<file path="src/rtl/etapa_fetch.sv">
// Instruction-fetch stage: program counter, next-PC selection (sequential,
// branch, jump, stall) and the IF/ID pipeline register with a fetch counter.
module etapa_fetch #(
    parameter logic [31:0] RESET_PC = 32'h0000_0000
) (
    input  logic        clk,
    input  logic        rst_n,
    input  logic        stall_i,
    input  logic        flush_i,
    input  logic        branch_taken_i,
    input  logic [31:0] branch_target_i,
    input  logic        jump_i,
    input  logic [25:0] jump_index_i,
    output logic [31:0] imem_addr_o,
    input  logic [31:0] imem_data_i,
    output logic [31:0] pc_o,
    output logic [31:0] pc_plus4_o,
    output logic [31:0] ifid_instr_o,
    output logic [31:0] ifid_pc4_o,
    output logic        ifid_valid_o,
    output logic [31:0] fetch_count_o
);

    logic [31:0] pc;
    logic [31:0] pc_next;

    assign pc_o        = pc;
    assign imem_addr_o = pc;
    assign pc_plus4_o  = pc + 32'd4;

    // Redirects beat stall: a resolved branch/jump must steer the PC even
    // while ID is holding; the jump region comes from the instruction in ID.
    always_comb begin
        pc_next = pc_plus4_o;
        if (branch_taken_i)
            pc_next = {branch_target_i[31:2], 2'b00};
        else if (jump_i)
            pc_next = {ifid_pc4_o[31:28], jump_index_i, 2'b00};
        else if (stall_i)
            pc_next = pc;
    end

    always_ff @(posedge clk or negedge rst_n) begin
        if (!rst_n)
            pc <= RESET_PC;
        else
            pc <= pc_next;
    end

    always_ff @(posedge clk or negedge rst_n) begin
        if (!rst_n) begin
            ifid_instr_o  <= 32'd0;
            ifid_pc4_o    <= 32'd0;
            ifid_valid_o  <= 1'b0;
            fetch_count_o <= 32'd0;
        end else if (flush_i) begin
            ifid_instr_o <= 32'd0;
            ifid_pc4_o   <= 32'd0;
            ifid_valid_o <= 1'b0;
        end else if (!stall_i) begin
            ifid_instr_o  <= imem_data_i;
            ifid_pc4_o    <= pc_plus4_o;
            ifid_valid_o  <= 1'b1;
            fetch_count_o <= fetch_count_o + 32'd1;
        end
    end

endmodule

</file>
<file path="config.mk">
export PLATFORM = sky130hd
export DESIGN_NAME = etapa_fetch
export DESIGN_NICKNAME = d
export VERILOG_FILES = /design/src/rtl/etapa_fetch.sv
export SDC_FILE = /design/constraint.sdc
export NUM_CORES = 1
export LEC_CHECK = 0
export ABC_AREA = 1
export CAP_MARGIN = 20
export CORE_AREA = 2 2 138 140
export DETAILED_ROUTE_END_ITERATION = 7
export DIE_AREA = 0 0 140 142
export GPL_TIMING_DRIVEN = 0
export PLACE_DENSITY = 0.77
export SKIP_CTS_REPAIR_TIMING = 1
export SYNTH_ARGS = -nofsm -noshare
export SYNTH_HDL_FRONTEND = slang
export SYNTH_SLANG_ARGS = --single-unit
</file>
<file path="constraint.sdc">
create_clock -name clk -period 1.65 [get_ports clk]
set_input_delay 0.33 -clock clk [delete_from_list [all_inputs] [get_ports clk]]
set_output_delay 0.33 -clock clk [all_outputs]
set_load 0.05 [all_outputs]
</file>
* After elaboration in Yosys (flattened, before gate mapping) *
Index checks and enable logic that the tools add are counted.

storage, ports and cells
  flip-flop bits (word level) = 129
  latch bits = 0
  RAM bits = 0
  bits in read-only memories = 0
  input bits = 96
  output and inout bits = 193
  word-level logic and storage cells = 20
  memories = 0

cells by class
  add/subtract/negate cells = 2
  multipliers = 0
  div/mod/pow operators = 0
  order comparisons = 0
  equal/unequal tests = 2
  shift-type cells = 0
  mux-type cells = 8
  bitwise logic cells = 2
  reductions and logical operators = 1

operator list
  cell                   count
  $mux 32                6
  $add 32x1->32 const B  1
  $add 32x3->32 const B  1
  $ne 3x1->1 const B     1
  $mux 1                 2
  $ne 2x1->1 const B     1
  $not 1->1              2
  $reduce_and 2->1       1

* Longest topological paths before layout *
  depth in word-level cells = 4
  gate-level depth with buffers = 10
  mapped depth without buffers = 10

* Worst setup path after synthesis *
No wires, ideal clock.

  path kind = reg-to-reg
  start point = register pc[2], in the netlist imem_addr_o[2]
  end point = register pc[9], in the netlist imem_addr_o[9]
  library setup time = 0.083 ns
  data arrival time = 2.583 ns
  required time = 1.567 ns
  path slack = -1.016 ns
  stages on the path, launching flop included = 9
  buffers on the path = 0
  clock period less this slack = 2.666 ns
  path through = dfrtp_1 inv_1 nor2_4 nand2_4 xor2_1 nand2_1 nand2_1 inv_1 o22ai_1

on the way
  word-level cells in the longest chain between the ends = 4

RTL lines
  element                 RTL line  source
  start, declared         24        logic [31:0] pc;
  start signal, assigned  47        pc <= pc_next;
  $add 32x3->32           29        assign pc_plus4_o = pc + 32'd4;
  net pc_plus4_o[9]       17        output logic [31:0] pc_plus4_o,
  $mux 32                 39        else if (stall_i)
  $mux 32                 37        else if (jump_i)
  $mux 32                 35        if (branch_taken_i)

The timed path passes the listed nets, and every way through them passes these cells. The select of a mux whose other input is x is not followed.
A chain may end at the register's enable or synchronous reset.

* Final worst setup path *
  start point = register pc[2], in the netlist imem_addr_o[2]
  end point = output pc_plus4_o[20]

on the way
  word-level cells in the longest chain between the ends = 1

RTL lines
  element        RTL line
  $add 32x3->32  29
  end, declared  17

No other way between the ends.

==> summary.txt <==
Placement
  – Placer Congestion: 0.925
  – Post-place setup slack: -1.17 ns
  – Post-DP HPWL: 19900 um
  – PortBufs: 278

Timing
  – Clk_skew: 0.0110 ns
  – Worst-margin pin slew: 0.755 ns
  – Final worst slack: -0.905 ns
  – Final hold vios: 0
  – Relative slew margins: 49.7%
  – Unrepaired setup endpoints after global routing: true
  – Fmax: 0.391 GHz
  – Tmin final: 2.55 ns
  – Slew Limit Fails: 0
  – Final setup viols: 72
  – Fin crit share: 155%

Cells and area
  – P&R area growth vs syn: 69.3%
  – Fraction of layout cells with a size suffix above 1: 34.5%
  – Fin nets: 1395
  – Fillers: 1444
  – Antenna cells: 0
  – Area taken by multi-input logic gates: 3930 um^2
  – Reg area: 3210 um^2

Global routing
  – Pin count of the biggest net entering global routing: 78
  – Initial antenna violation count: 1
  – Gr usage total: 26.4%
  – Grt ovf: 0
  – Vias in the first global route: 7490
  – First-pass GRT wire length: 40600 um

Logic synthesis
  – Post-synthesis cell count: 935
  – Synth top area cells: dfrtp_1, nand2_1, nor2_1
  – Ys async rst share: 100%
  – Leading area contributor after synthesis: dfrtp_1
  – Average instance area after synthesis: 7.75 um^2
  – Main synth FF type: dfrtp_1
  – Post-synth EDFFs: 0
  – #FFs+latches synth: 126
  – Mapped Area: 7240 um^2
  – Warning count from the yosys run: 0
  – Cell variety after synth: 41
  – Register area share after synthesis: 43.5%
  – Area share of the largest cell type after synthesis: 43.5%

Worst hold path
  – Hold crit path type: input pin to flop
  – WHS Path Cells: 2

Setup path
  – Critical path arrival: 2.22 ns
  – CP Data Required Time: 1.32 ns
  – Crit-path cells: ha_4 > nand2_4 > nor2_4 > nand2_8 > nor2_4 > nand2_1 > nand2_1 > and2_4 > clkinvlp_4 > buf_6
  – Max stage delay on crit path: 0.47 ns
  – Reg2Reg Depth: 12
  – CP max FO: 7
  – Critical path type: flop to output port
  – Worst setup EP type: output port
  – Type of origin of the critical path: flop
  – CP max stage cell: dfrtp_4

CTS
  – H-tree depth: 4
  – TritonCTS clock tree: done
  – Total CTS buffers: 17
  – Clock sinks: 126
  – Clock Path Buffers: 2
  – Clock root buffer: clkbuf_16
  – CTS clk-pin slew, worst paths: 0.06 ns
  – Clock Latency Late Sink: 0.43 ns

Pwr
  – Static leakage: 6.85 nW
  – Pwr Density: 993 nW/um^2
  – Total Power: 12.2 mW
  – VDD IR max: 0.677 mV

Floorplan
  – Initial Utilization: 39.2%
  – Die area: 19900 um^2
  – Std cell rows: 50
  – Io pins: 289
  – Die W: 140 um
  – Core region area: 18500 um^2
  – Die Y: 142 um

Detailed routing
  – Via count: 7803
  – Final routed DRC violation total: 16
  – Via/cell ratio: 5.06
  – Iter 0 DRT Violations: 557
  – Total Routed Length: 27700 um
  – Detailed Routing Iterations Pass 1: 7
  – Routed len/inst: 17.9 um
  – Post-route ant nets: 0

Flow run
  – Max-Cap Viols: 0

Run status
  – Failing checks: DRC, setup timing
  – Status: finished, violations left
-- final cells by class --
type                    instances  share of cell area [%]
repair buffers                338                    27.6
clock buffers                  24                    3.93
inverters                     106                    3.57
plain buffers                  69                    3.59
multi-input cells             639                    32.1
flip-flops and latches        126                    26.2
clock inverters                 7                   0.714
well taps                     234                    2.39
-- per-stage QoR --
step	area [um^2]	hold WS (ns)	cells	setup TNS, ns	utilization [%]
finish	12300	0.250	1543	-24.92	66.4
global route	12300	0.256	1543	-29.98	66.4
global placement	10800	0.467	1452	-691.96	58.3
detailed placement	10800	0.307	1453	-77.89	58.4
floorplan	7680	0.0344	940	-21.13	-
CTS	11300	-0.131	1484	-104.13	61.5
-- cells by family (layout without fill, tap and decap cells) --
logic type | Yosys count | after routing | synth area share [%]
flops | 126 | 126 | 43.5
buf+inv | 175 | 544 | 11.2
compound gates | 130 | 130 | 11.9
simple gates | 468 | 468 | 28.6
fa+ha+maj | 2 | 2 | 0.345
xor+xnor | 33 | 33 | 4.41
other cells | 1 | 6 | 0.0518
-- state kept, by name, summed over array words and instances, names as in the netlist --
register / count
imem_addr_o: 30
fetch_count_o: 32
ifid_instr_o: 32
ifid_pc4_o: 31
ifid_valid_o: 1
-- where the power goes --
group          internal, mW  switching [mW]
Combinational          1.68            3.01
Clock                  2.32            1.37
Sequential             3.40           0.392
Total                  7.41            4.77
-- Yosys cell counts, types with 2 or more instances --
cell type / instances
a21oi_1: 29
a21oi_2: 2
a22o_1: 46
a31oi_1: 3
and2_1: 8
buf_1: 8
buf_2: 9
buf_4: 38
clkbuf_1: 14
dfrtp_1: 126
ha_1: 2
inv_1: 99
inv_2: 6
nand2_1: 238
nand2_2: 8
nand2_4: 2
nand3_1: 47
nand3_2: 4
nand4_1: 8
nor2_1: 122
nor2_2: 10
nor2_4: 10
nor3_1: 3
nor3_2: 3
o21ai_0: 24
o21ai_1: 16
o21ai_2: 4
o22ai_1: 4
xnor2_1: 12
xnor2_2: 3
xor2_1: 17
-- layer usage --
| layer | track usage (%) | share of wire, % | vias to the layer above |
|---|---|---|---|
| li1 | - | - | 3667 |
| met2 | 47.4 | 50 | 395 |
| met4 | 8.98 | 3.4 | 2 |
| met3 | 5.05 | 8.1 | 72 |
| met5 | 0 | 0.040 | - |
| met1 | 32.1 | 38 | 3667 |
-- cell usage in the layout, fill, tap and decap left out, types with 16 or more instances in the layout --
cell,instances
a21oi_1,23
clkdlybuf4s50_1,89
buf_4,76
nand2_2,32
dfrtp_2,35
dfrtp_1,87
inv_1,86
clkbuf_16,17
nand2_1,198
buf_6,42
nor2_1,110
clkbuf_1,16
nand3_2,20
nor2_4,18
a22o_1,46
clkbuf_2,59
nand3_1,28
o21ai_0,21
dlymetal6s2s_1,86
-- final timing paths --
check / start / end / slack [ns]
worst min-delay path: flush_i / ifid_valid_o$_DFFE_PN0P_ / 0.25
worst min register to register: ifid_pc4_o[4]$_DFFE_PN0P_ / ifid_pc4_o[4]$_DFFE_PN0P_ / 0.47
min in group asynchronous: rst_n / fetch_count_o[6]$_DFFE_PN0P_ / 0.43
worst max-delay path: imem_addr_o[2]$_DFFE_PN0P_ / pc_plus4_o[20] / -0.90
max in group asynchronous: rst_n / imem_addr_o[31]$_DFFE_PN0P_ / 0.43
worst max register to register: imem_addr_o[2]$_DFFE_PN0P_ / imem_addr_o[13]$_DFFE_PN0P_ / -0.36
-- worst max-delay path: cells and delay by family, from the launching register on --
| family | cells | cell delay (ns) |
|---|---|---|
| buf+inv | 2 | 0.26 |
| flops | 1 | 0.47 |
| simple gates | 7 | 0.90 |
| fa+ha+maj | 1 | 0.16 |
(Power assumes the default switching activity.)
